===== src/rtl/shifter_pkg.sv =====
// Shared definitions for the pipelined barrel shifter: mode encodings and the
// per-stage record carried down the pipeline.
package shifter_pkg;

   localparam logic [1:0] MODE_SLL = 2'b00;
   localparam logic [1:0] MODE_SRL = 2'b01;
   localparam logic [1:0] MODE_SRA = 2'b10;
   localparam logic [1:0] MODE_ROL = 2'b11;

   // Stage record sized for the largest configuration; narrower instances use
   // the low bits of each field (tags wider than MAX_TAG_W are not supported).
   localparam int unsigned MAX_WIDTH = 64;
   localparam int unsigned MAX_SHW   = 6;
   localparam int unsigned MAX_TAG_W = 16;

   typedef struct packed {
      logic [MAX_WIDTH-1:0] data;
      logic [MAX_SHW-1:0]   amt;
      logic [1:0]           mode;
      logic                 sign;
      logic [MAX_TAG_W-1:0] tag;
   } stage_t;

endpackage


===== src/rtl/shifter_level.sv =====
// One combinational barrel-shifter level: shifts by DIST when enabled,
// otherwise passes data through.
module shifter_level
   import shifter_pkg::*;
#(
   parameter int unsigned WIDTH = 32,
   parameter int unsigned DIST  = 1
) (
   input  logic [WIDTH-1:0] data_i,
   input  logic             enable_i,
   input  logic [1:0]       mode_i,
   input  logic             sign_i,
   output logic [WIDTH-1:0] data_c
);

   logic [WIDTH-1:0] fill_c;

   // SRA fills with the operand's original MSB, not the current level's MSB.
   always_comb begin
      fill_c = {WIDTH{sign_i}} << (WIDTH - DIST);
      data_c = data_i;
      if (enable_i) begin
         case (mode_i)
            MODE_SLL: data_c = data_i << DIST;
            MODE_SRL: data_c = data_i >> DIST;
            MODE_SRA: data_c = (data_i >> DIST) | fill_c;
            default:  data_c = (data_i << DIST) | (data_i >> (WIDTH - DIST));
         endcase
      end
   end

endmodule


===== src/rtl/pipelined_shifter.sv =====
// Pipelined barrel shifter (SLL/SRL/SRA/ROL) with a register after every
// LVL_PER_STG levels and a single global advance enable for backpressure.
module pipelined_shifter
   import shifter_pkg::*;
#(
   parameter  int unsigned WIDTH       = 32,
   parameter  int unsigned LVL_PER_STG = 1,
   parameter  int unsigned TAG_W       = 4,
   localparam int unsigned SHW         = $clog2(WIDTH)
) (
   input  logic             clk,
   input  logic             rst_n,
   input  logic             inValid,
   output logic             inReady,
   input  logic [WIDTH-1:0] dataA,
   input  logic [SHW-1:0]   dataB,
   input  logic [1:0]       mode,
   input  logic [TAG_W-1:0] inTag,
   output logic             outValid,
   input  logic             outReady,
   output logic [WIDTH-1:0] dataOut,
   output logic [TAG_W-1:0] outTag
);

   localparam int unsigned NSTG = SHW / LVL_PER_STG;

   logic                        adv_c;
   logic [NSTG-1:0]             vld_d;
   logic [NSTG-1:0]             vld_q;
   stage_t                      src_c [NSTG];
   stage_t                      st_d  [NSTG];
   stage_t                      st_q  [NSTG];
   logic [NSTG-1:0][WIDTH-1:0]  grp_out_c;
   logic                        unused_bits_c;

   assign adv_c   = !vld_q[NSTG-1] || outReady;
   assign inReady = adv_c;

   // Source record feeding each stage's group of levels.
   always_comb begin
      src_c[0]      = '0;
      src_c[0].data = MAX_WIDTH'(dataA);
      src_c[0].amt  = MAX_SHW'(dataB);
      src_c[0].mode = mode;
      src_c[0].sign = dataA[WIDTH-1];
      src_c[0].tag  = MAX_TAG_W'(inTag);
      vld_d[0]      = inValid;
      for (int g = 1; g < NSTG; g++) begin
         src_c[g] = st_q[g-1];
         vld_d[g] = vld_q[g-1];
      end
   end

   for (genvar k = 0; k < SHW; k++) begin : g_lvl
      localparam int unsigned GRP = k / LVL_PER_STG;
      logic [WIDTH-1:0] din_c;
      logic [WIDTH-1:0] dout_c;

      if (k % LVL_PER_STG == 0) begin : g_head
         assign din_c = WIDTH'(src_c[GRP].data);
      end else begin : g_chain
         assign din_c = g_lvl[k-1].dout_c;
      end

      shifter_level #(
         .WIDTH (WIDTH),
         .DIST  (1 << k)
      ) u_level (
         .data_i   (din_c),
         .enable_i (src_c[GRP].amt[k]),
         .mode_i   (src_c[GRP].mode),
         .sign_i   (src_c[GRP].sign),
         .data_c   (dout_c)
      );
   end

   for (genvar g = 0; g < NSTG; g++) begin : g_grp
      assign grp_out_c[g] = g_lvl[(g + 1) * LVL_PER_STG - 1].dout_c;
   end

   always_comb begin
      for (int g = 0; g < NSTG; g++) begin
         st_d[g]      = src_c[g];
         st_d[g].data = MAX_WIDTH'(grp_out_c[g]);
      end
   end

   // Only valid bits and the output stage are reset; inner data may hold junk.
   always_ff @(posedge clk) begin
      if (!rst_n) begin
         vld_q        <= '0;
         st_q[NSTG-1] <= '0;
      end else if (adv_c) begin
         vld_q <= vld_d;
         for (int g = 0; g < NSTG; g++) begin
            st_q[g] <= st_d[g];
         end
      end
   end

   assign outValid = vld_q[NSTG-1];
   assign dataOut  = WIDTH'(st_q[NSTG-1].data);
   assign outTag   = TAG_W'(st_q[NSTG-1].tag);

   // Control fields and padding of the output record are not consumed.
   assign unused_bits_c = ^st_q[NSTG-1];

endmodule


===== config.mk =====
export PLATFORM = sky130hd
export DESIGN_NAME = pipelined_shifter
export DESIGN_NICKNAME = d
export VERILOG_FILES = /design/src/rtl/shifter_pkg.sv /design/src/rtl/shifter_level.sv /design/src/rtl/pipelined_shifter.sv
export SDC_FILE = /design/constraint.sdc
export NUM_CORES = 1
export LEC_CHECK = 0
export CORE_ASPECT_RATIO = 0.7
export CORE_MARGIN = 2
export CORE_UTILIZATION = 50
export DETAILED_ROUTE_END_ITERATION = 8
export PLACE_DENSITY = 0.72
export SETUP_SLACK_MARGIN = 0.2
export SLEW_MARGIN = 20
export SYNTH_ARGS = -nofsm -noshare
export SYNTH_HDL_FRONTEND = slang
export SYNTH_HIERARCHICAL = 1
export SYNTH_SLANG_ARGS = --single-unit
export TNS_END_PERCENT = 5

===== constraint.sdc =====
create_clock -name clk -period 7.8 [get_ports clk]
set_input_delay 1.56 -clock clk [delete_from_list [all_inputs] [get_ports clk]]
set_output_delay 1.56 -clock clk [all_outputs]
set_load 0.02 [all_outputs]

==> results.tsv, run 1 <==
stage	metric	value	unit
floorplanning	number of core rows	44	
clock_tree	CTS Sinks	207	
critical_path	critical path type	primary input to output port	
cells_and_area	Layout area overhead	14.55	%
floorplanning	Total Die Area	22290	sq um
critical_path	Worst R2R End	st_q[0][22]$_DFFE_PP_	
timing	Slew @ Worst Pin	1.070	ns
route	WL per Instance	17.42	microns
cells_and_area	n_diodes	0	
global_routing	initial antenna violation count	0	
power	Leakage	4.680	nW
critical_path	Critical Path AT	3.09	ns
route	Starting DRT DRC Count	688	
placement	Post-DP HPWL	14330	microns
cells_and_area	final instance area	12080	sq um
power	Sw Share	24.86	%
synthesis	post-synthesis cell type count	40	
timing	worst setup slack after layout	3.153	ns
floorplanning	Die H	125.5	microns
run	Max Cap Viol	0	
clock_tree	CTS Buf Count	22	
synthesis	cell area after synthesis	10550	sq um
global_routing	via count of the first global-routing pass	6533	
critical_path	FF-to-FF setup slack	5.07	ns
cells_and_area	Final nets	977	
critical_path	R2R depth	4	
clock_tree	CTS tree	built	
floorplanning	I/O Pins	85	
placement	pre-CTS setup slack	3.162	ns
critical_path	crit start category	primary input	
route	DRC violations left	0	
clock_tree	CTS max path bufs	3	
placement	Final Wtd Congestion	0.7942	
timing	setup_tns	0	ns
timing	fmax	215.2	MHz
hold_path	hold path start	st_q[0][102]$_DFFE_PP_	
route	DR WL met3	1095	microns
power	Total Power	0.002801	W
synthesis	largest cells by area after synthesis	edfxtp_1 58%, mux2i_1 11%, a21oi_1 5.5%	
timing	Final Hold Viols	0	
route	DRT antenna net count	0	
power	clock power share	36.7	%
timing	Setup Skew	0.01700	ns
synthesis	Yosys warnings	6	
power	combinational share of power	13.3	%
route	vias per inst	5.647	
cells_and_area	Post-Layout Cell Count	1222	
clock_tree	CTS H-tree lvls	1	
hold_path	min-delay worst type	flop to flop	
clock_tree	Worst-path clk slew	0.06	ns
clock_tree	Post-CTS Setup Inserts	0	
floorplanning	Core Footprint	20700	sq um
timing	period utilisation layout	59.58	%
timing	Max Slew Vio Count	0	
power	pwr/cell area	231.8	nW/um^2
placement	placed cell count	1181	
route	met2 wire length	9547	microns
critical_path	crit path max fanout	41	
floorplanning	die width	177.6	microns
synthesis	Syn Nets	926	
cells_and_area	fill cell count	1686	
global_routing	global-route wire length before repair	34530	microns
cells_and_area	layout cells sized above 1	7.928	%
power	Switch Pwr	0.0006965	W
route	Routed WL	21290	microns
timing	Final min period	4.647	ns
route	1st-pass router iterations	5	
route	met1 WL	10250	microns
synthesis	syn avg cell area	12.00	sq um
synthesis	Mapped Cells	879	
critical_path	Worst Path Required	6.24	ns
critical_path	Worst Setup End Kind	output port	
status	status	completed	
clock_tree	# hold bufs at CTS	0	
clock_tree	clk_lat worst skew	0.51	ns
power	Sequential Power Share	50.0	%
synthesis	Synth area leader	edfxtp_1	
route	Top Metal Used	met4	
critical_path	worst r2r src	vld_q[4]$_SDFFE_PN0P_	
placement	IO buf count	84	
global_routing	GRT overflow	0	
hold_path	Worst Hold End	st_q[0][159]$_DFFE_PP_	
floorplanning	starting density of the core	50.96	%
timing	endpoints failing setup	0	
timing	Worst slew margin	28.64	%
power	Peak VDD IR	0.1690	mV
placement	placed standard-cell area	11340	sq um
hold_path	WHS Path Cells	0	
route	Vias	6901	
timing	RSZ-0062 raised after global routing	false	
synthesis	share of Yosys cell area claimed by the top area cell type	57.50	%
clock_tree	root buffer cell	clkbuf_16	
clock_tree	# resized after CTS	0	
global_routing	largest net degree at the start of global routing	79	
synthesis	sequential area share after synthesis	58.45	%
global_routing	GRT Util Overall	19.47	%
power	Pint	0.002105	W
synthesis	Seq cells post-synth	207	
==> metrics by stage <==
step / utilization, % / hold slack [ns]
after floorplan: - / 0.4003
after global placement: 54.79 / 0.4004
after detailed placement: 54.80 / 0.4045
after CTS: 58.24 / 0.4189
after global routing: 58.38 / 0.4237
final: 58.38 / 0.4164
==> metal layers <==
metal / GRT usage [%] / vias up
met2: 30.05 / 189
met3: 2.646 / 28
met5: 0 / -
li1: - / 3379
met1: 29.60 / 3305
met4: 3.857 / 0
==> worst max-delay path, cell delays in order <==
cell	delay, ns
clkdlybuf4s50_1	0.50
nor2b_4	0.07
inv_4	0.27
clkdlybuf4s50_1	0.67
==> final cells by class <==
class | instances | area, sq um | share of cell area (%)
Sequential cell | 207 | 6166 | 51.02
Multi-Input combinational cell | 571 | 3795 | 31.40
Timing Repair Buffer | 95 | 938.4 | 7.766
Clock buffer | 27 | 579.3 | 4.794
Tap cell | 276 | 345.3 | 2.858
Clock inverter | 13 | 133.9 | 1.108
Inverter | 33 | 126.4 | 1.046
==> power groups by stage <==
| stage | combinational [W] | clock [W] | sequential (W) |
|---|---|---|---|
| 5_1_grt | 0.000409 | 0.00109 | 0.00141 |
| 3_5_place_dp | 0.000366 | 0 | 0.00142 |
| 4_1_cts | 0.000368 | 0.00104 | 0.00140 |
| 3_3_place_gp | 0.000358 | 0 | 0.00142 |
| 2_1_floorplan | 0.000260 | 0 | 0.00141 |
| 6_report | 0.000371 | 0.00103 | 0.00140 |
==> cell families (layout without fill, tap and decap cells) <==
group                  count (synthesis)  in the layout  synth area share, %
AO/OA/AOI/OAI                        190            190                10.41
XOR/XNOR                               4              4               0.9371
buffers and inverters                101            168                5.717
flip-flops                           207            207                58.45
multiplexers                         136            136                13.12
AND/OR/NAND/NOR                      241            241                11.36
==> cells in the mapped netlist, drive strengths merged <==
cell type,instances
edfxtp,202
nor2,133
mux2i,118
a21oi,115
and3,36
nand2,36
buf,34
clkbuf,34
inv,33
mux2,18
a22oi,17
nand4bb,16
o221ai,16
o22ai,16
a31oi,13
and2,13
o21ai,12
dfxtp,5
xnor2,4
and2b,3
nor2b,3
nand3b,1
o21a,1
==> placed cells by master, fill, tap and decap left out, drive strengths merged, types with 3 or more instances in the layout <==
| cell | count |
|---|---|
| nand2 | 36 |
| xnor2 | 4 |
| o22ai | 16 |
| clkdlybuf4s50 | 83 |
| and2b | 3 |
| a22oi | 17 |
| and2 | 13 |
| nor2b | 3 |
| o221ai | 16 |
| buf | 12 |
| nand4bb | 16 |
| nor2 | 133 |
| mux2i | 118 |
| clkbuf | 27 |
| a31oi | 13 |
| and3 | 36 |
| inv | 34 |
| clkinv | 8 |
| o21ai | 12 |
| a21oi | 115 |
| edfxtp | 202 |
| dfxtp | 5 |
| mux2 | 18 |
==> flip-flops by register name, summed over array words and instances (netlist names) <==
signal and flops:
st_q 202, vld_q 5
==> how the worst max path moves through the flow <==
stage,start,endpoint,slack [ns]
final,outReady,inReady,3.15
after CTS,outReady,inReady,3.16
after global placement,outReady,inReady,3.19
after floorplan,rst_n,st_q[0][0]$_DFFE_PP_,3.42
after detailed placement,outReady,inReady,3.16
after global routing,outReady,inReady,3.10
Note: power is estimated with default switching activity, not from simulation.
==> inputs of run 2 (changes only) <==
- clock period: 7.8 -> 4.5 ns (I/O delays scaled with it)
==> run 2 against run 1 <==
  * Setup slack got worse by 2.0 ns
  * Global-route usage down 0.43 points
  * Register-to-register slack worse by 2.9 ns
  * Clock power rose by 67%
  * Routed wire length down 1.4%
  * Die area stayed put
  * Critical path type unchanged
  * Critical endpoint unchanged
==> results.tsv, run 2 (synthesized netlist as in run 1, its figures left out) <==
stage	metric	value	unit	change
global_routing	global-route wire length before repair	33950	microns	-1.7%
clock_tree	CTS max path bufs	3		unchanged
clock_tree	# resized after CTS	0		unchanged
critical_path	critical path type	primary input to output port		
route	Routed WL	21000	microns	-1.4%
cells_and_area	most frequent cells in the layout	202 x edfxtp_1, 132 x nor2_1, 118 x mux2i_1		
cells_and_area	max reg flops	202		unchanged
global_routing	GRT overflow	0		unchanged
clock_tree	CTS Buf Count	21		-4.5%
critical_path	crit path max fanout	41		unchanged
global_routing	met3 Use GR	2.676	%	+0.030 points
power	combinational share of power	13.4	%	about the same
route	vias per inst	5.624		-0.42%
critical_path	CP Cell Sequence	clkdlybuf4s50_1 > nor2b_4 > inv_4 > clkdlybuf4s50_1		
placement	placed cell count	1182		+0.085%
timing	Final min period	3.317	ns	
power	Leakage	4.674	nW	-0.12%
cells_and_area	top flop regs	st_q x202, vld_q x5		
floorplanning	Core Footprint	20700	sq um	unchanged
route	Starting DRT DRC Count	672		-2.3%
timing	worst setup slack after layout	1.183	ns	-1.970 ns
cells_and_area	layout cells sized above 1	7.415	%	-0.51 points
clock_tree	clk_lat worst skew	0.51	ns	about the same
global_routing	initial antenna violation count	0		unchanged
route	WL per Instance	17.21	microns	-1.2%
critical_path	Critical-path top delay cell	clkdlybuf4s50_1		
clock_tree	CTS Sinks	207		unchanged
clock_tree	CTS H-tree lvls	1		unchanged
floorplanning	number of core rows	44		unchanged
power	clock power share	35.8	%	-0.9 points
global_routing	via count of the first global-routing pass	6419		-1.7%
power	Switch Pwr	0.001168	W	+68%
timing	endpoints failing setup	0		unchanged
critical_path	crit start category	primary input		
timing	Final Hold Viols	0		unchanged
global_routing	GRT Util Overall	19.04	%	-0.43 points
critical_path	Worst Setup End Kind	output port		
timing	RSZ-0062 raised after global routing	false		
global_routing	GR Util met1	29.70	%	+0.10 points
timing	Setup Skew	0.02028	ns	+0.003285 ns
timing	period utilisation layout	73.71	%	
status	status	completed		
power	Peak VDD IR	0.2397	mV	+42%
cells_and_area	Post-Layout Cell Count	1220		-0.16%
clock_tree	CTS tree	built		
clock_tree	Worst-path clk slew	0.06	ns	about the same
run	Max Cap Viol	0		unchanged
floorplanning	Total Die Area	22290	sq um	unchanged
placement	Post-DP HPWL	14240	microns	-0.59%
clock_tree	Post-CTS Setup Inserts	0		unchanged
cells_and_area	most common cell after layout, fill and taps aside	edfxtp_1		
placement	pre-CTS setup slack	1.198	ns	-1.964 ns
global_routing	busiest grt layer	met1		
critical_path	Worst Path Required	3.60	ns	-2.64 ns
power	Sw Share	24.37	%	-0.49 points
timing	fmax	301.5	MHz	
cells_and_area	Largest Register	st_q		
timing	setup_tns	0	ns	unchanged
power	Pint	0.003624	W	+72%
clock_tree	root buffer cell	clkbuf_16		
hold_path	min-delay worst type	flop to flop		
floorplanning	Die H	125.5	microns	unchanged
critical_path	CP peak stage delay	0.67	ns	about the same
timing	Slew @ Worst Pin	1.041	ns	-0.02941 ns
global_routing	global routing usage on met2	28.45	%	-1.6 points
timing	final hold slack	0.4168	ns	+0.0003810 ns
floorplanning	starting density of the core	50.96	%	unchanged
global_routing	largest net degree at the start of global routing	87		+10%
placement	IO buf count	84		unchanged
route	DRC violations left	0		unchanged
clock_tree	# hold bufs at CTS	0		unchanged
route	1st-pass router iterations	6		+1
critical_path	Most common cell on crit path	clkdlybuf4s50_1		
cells_and_area	n_diodes	0		unchanged
placement	Final Wtd Congestion	0.7808		-1.7%
critical_path	Worst path top cell family by delay	buffers and inverters		
critical_path	Critical Path AT	2.42	ns	-0.67 ns
floorplanning	die width	177.6	microns	unchanged
route	Vias	6861		-0.58%
floorplanning	I/O Pins	85		unchanged
cells_and_area	Layout area overhead	14.39	%	
critical_path	Buf/Inv on CP	3		unchanged
cells_and_area	Final nets	977		unchanged
power	pwr/cell area	397.1	nW/um^2	+71%
route	DRT antenna net count	0		unchanged
power	Sequential Power Share	50.7	%	+0.7 points
timing	Max Slew Vio Count	0		unchanged
timing	Worst slew margin	30.61	%	+2.0 points
==> run 2: cell count changes in the layout (fill, tap and decap cells not counted), moves of 2 or more <==
| cell | previous run | this run |
|---|---|---|
| buf_12 | 0 | 2 |
| clkinv_2 | 4 | 2 |
| clkinv_1 | 3 | 1 |
| clkbuf_1 | 4 | 8 |
| clkinvlp_4 | 2 | 0 |
==> run 2: per-layer routing <==
| metal | vias up | routed length [microns] |
|---|---|---|
| met4 | 0 | 331 |
| met1 | 3274 | 10190 |
| met3 | 29 | 1152 |
| met2 | 188 | 9320 |
| li1 | 3370 | - |
| met5 | - | 0 |
==> run 2: per-stage QoR <==
step / cell area [sq um] / power [W] / utilization [%]
5_1_grt: 12070 / 0.004969 / 58.29
3_3_place_gp: 11370 / 0.003088 / 54.94
3_5_place_dp: 11370 / 0.003104 / 54.94
2_1_floorplan: 10550 / 0.002902 / -
6_report: 12070 / 0.004791 / 58.29
4_1_cts: 12040 / 0.004812 / 58.16
==> run 2: power by group through the flow <==
| stage | Clock [W] | Combinational, W | Sequential, W |
|---|---|---|---|
| 6_report | 0.00172 | 0.000643 | 0.00243 |
| 5_1_grt | 0.00182 | 0.000704 | 0.00245 |
| 4_1_cts | 0.00174 | 0.000637 | 0.00243 |
| 3_5_place_dp | 0 | 0.000634 | 0.00247 |
| 3_3_place_gp | 0 | 0.000624 | 0.00246 |
| 2_1_floorplan | 0 | 0.000450 | 0.00245 |
==> run 2: final cells by class <==
class / count / area, sq um
inverter: 33 / 126.4
clock buffer: 31 / 583.1
timing repair buffer: 96 / 970.9
clock inverter: 6 / 82.58
multi-input combinational: 571 / 3792
tap: 276 / 345.3
fill: 1694 / 8633
sequential: 207 / 6166
==> run 2: path summary, 6_finish.rpt <==
path,cells after the start,from,end,slack (ns)
min reg2reg,0,st_q[0][1]$_DFFE_PP_,st_q[0][45]$_DFFE_PP_,0.42
max,4,outReady,inReady,1.18
min,0,st_q[0][1]$_DFFE_PP_,st_q[0][45]$_DFFE_PP_,0.42
max reg2reg,3,st_q[0][118]$_DFFE_PP_,st_q[0][201]$_DFFE_PP_,2.19
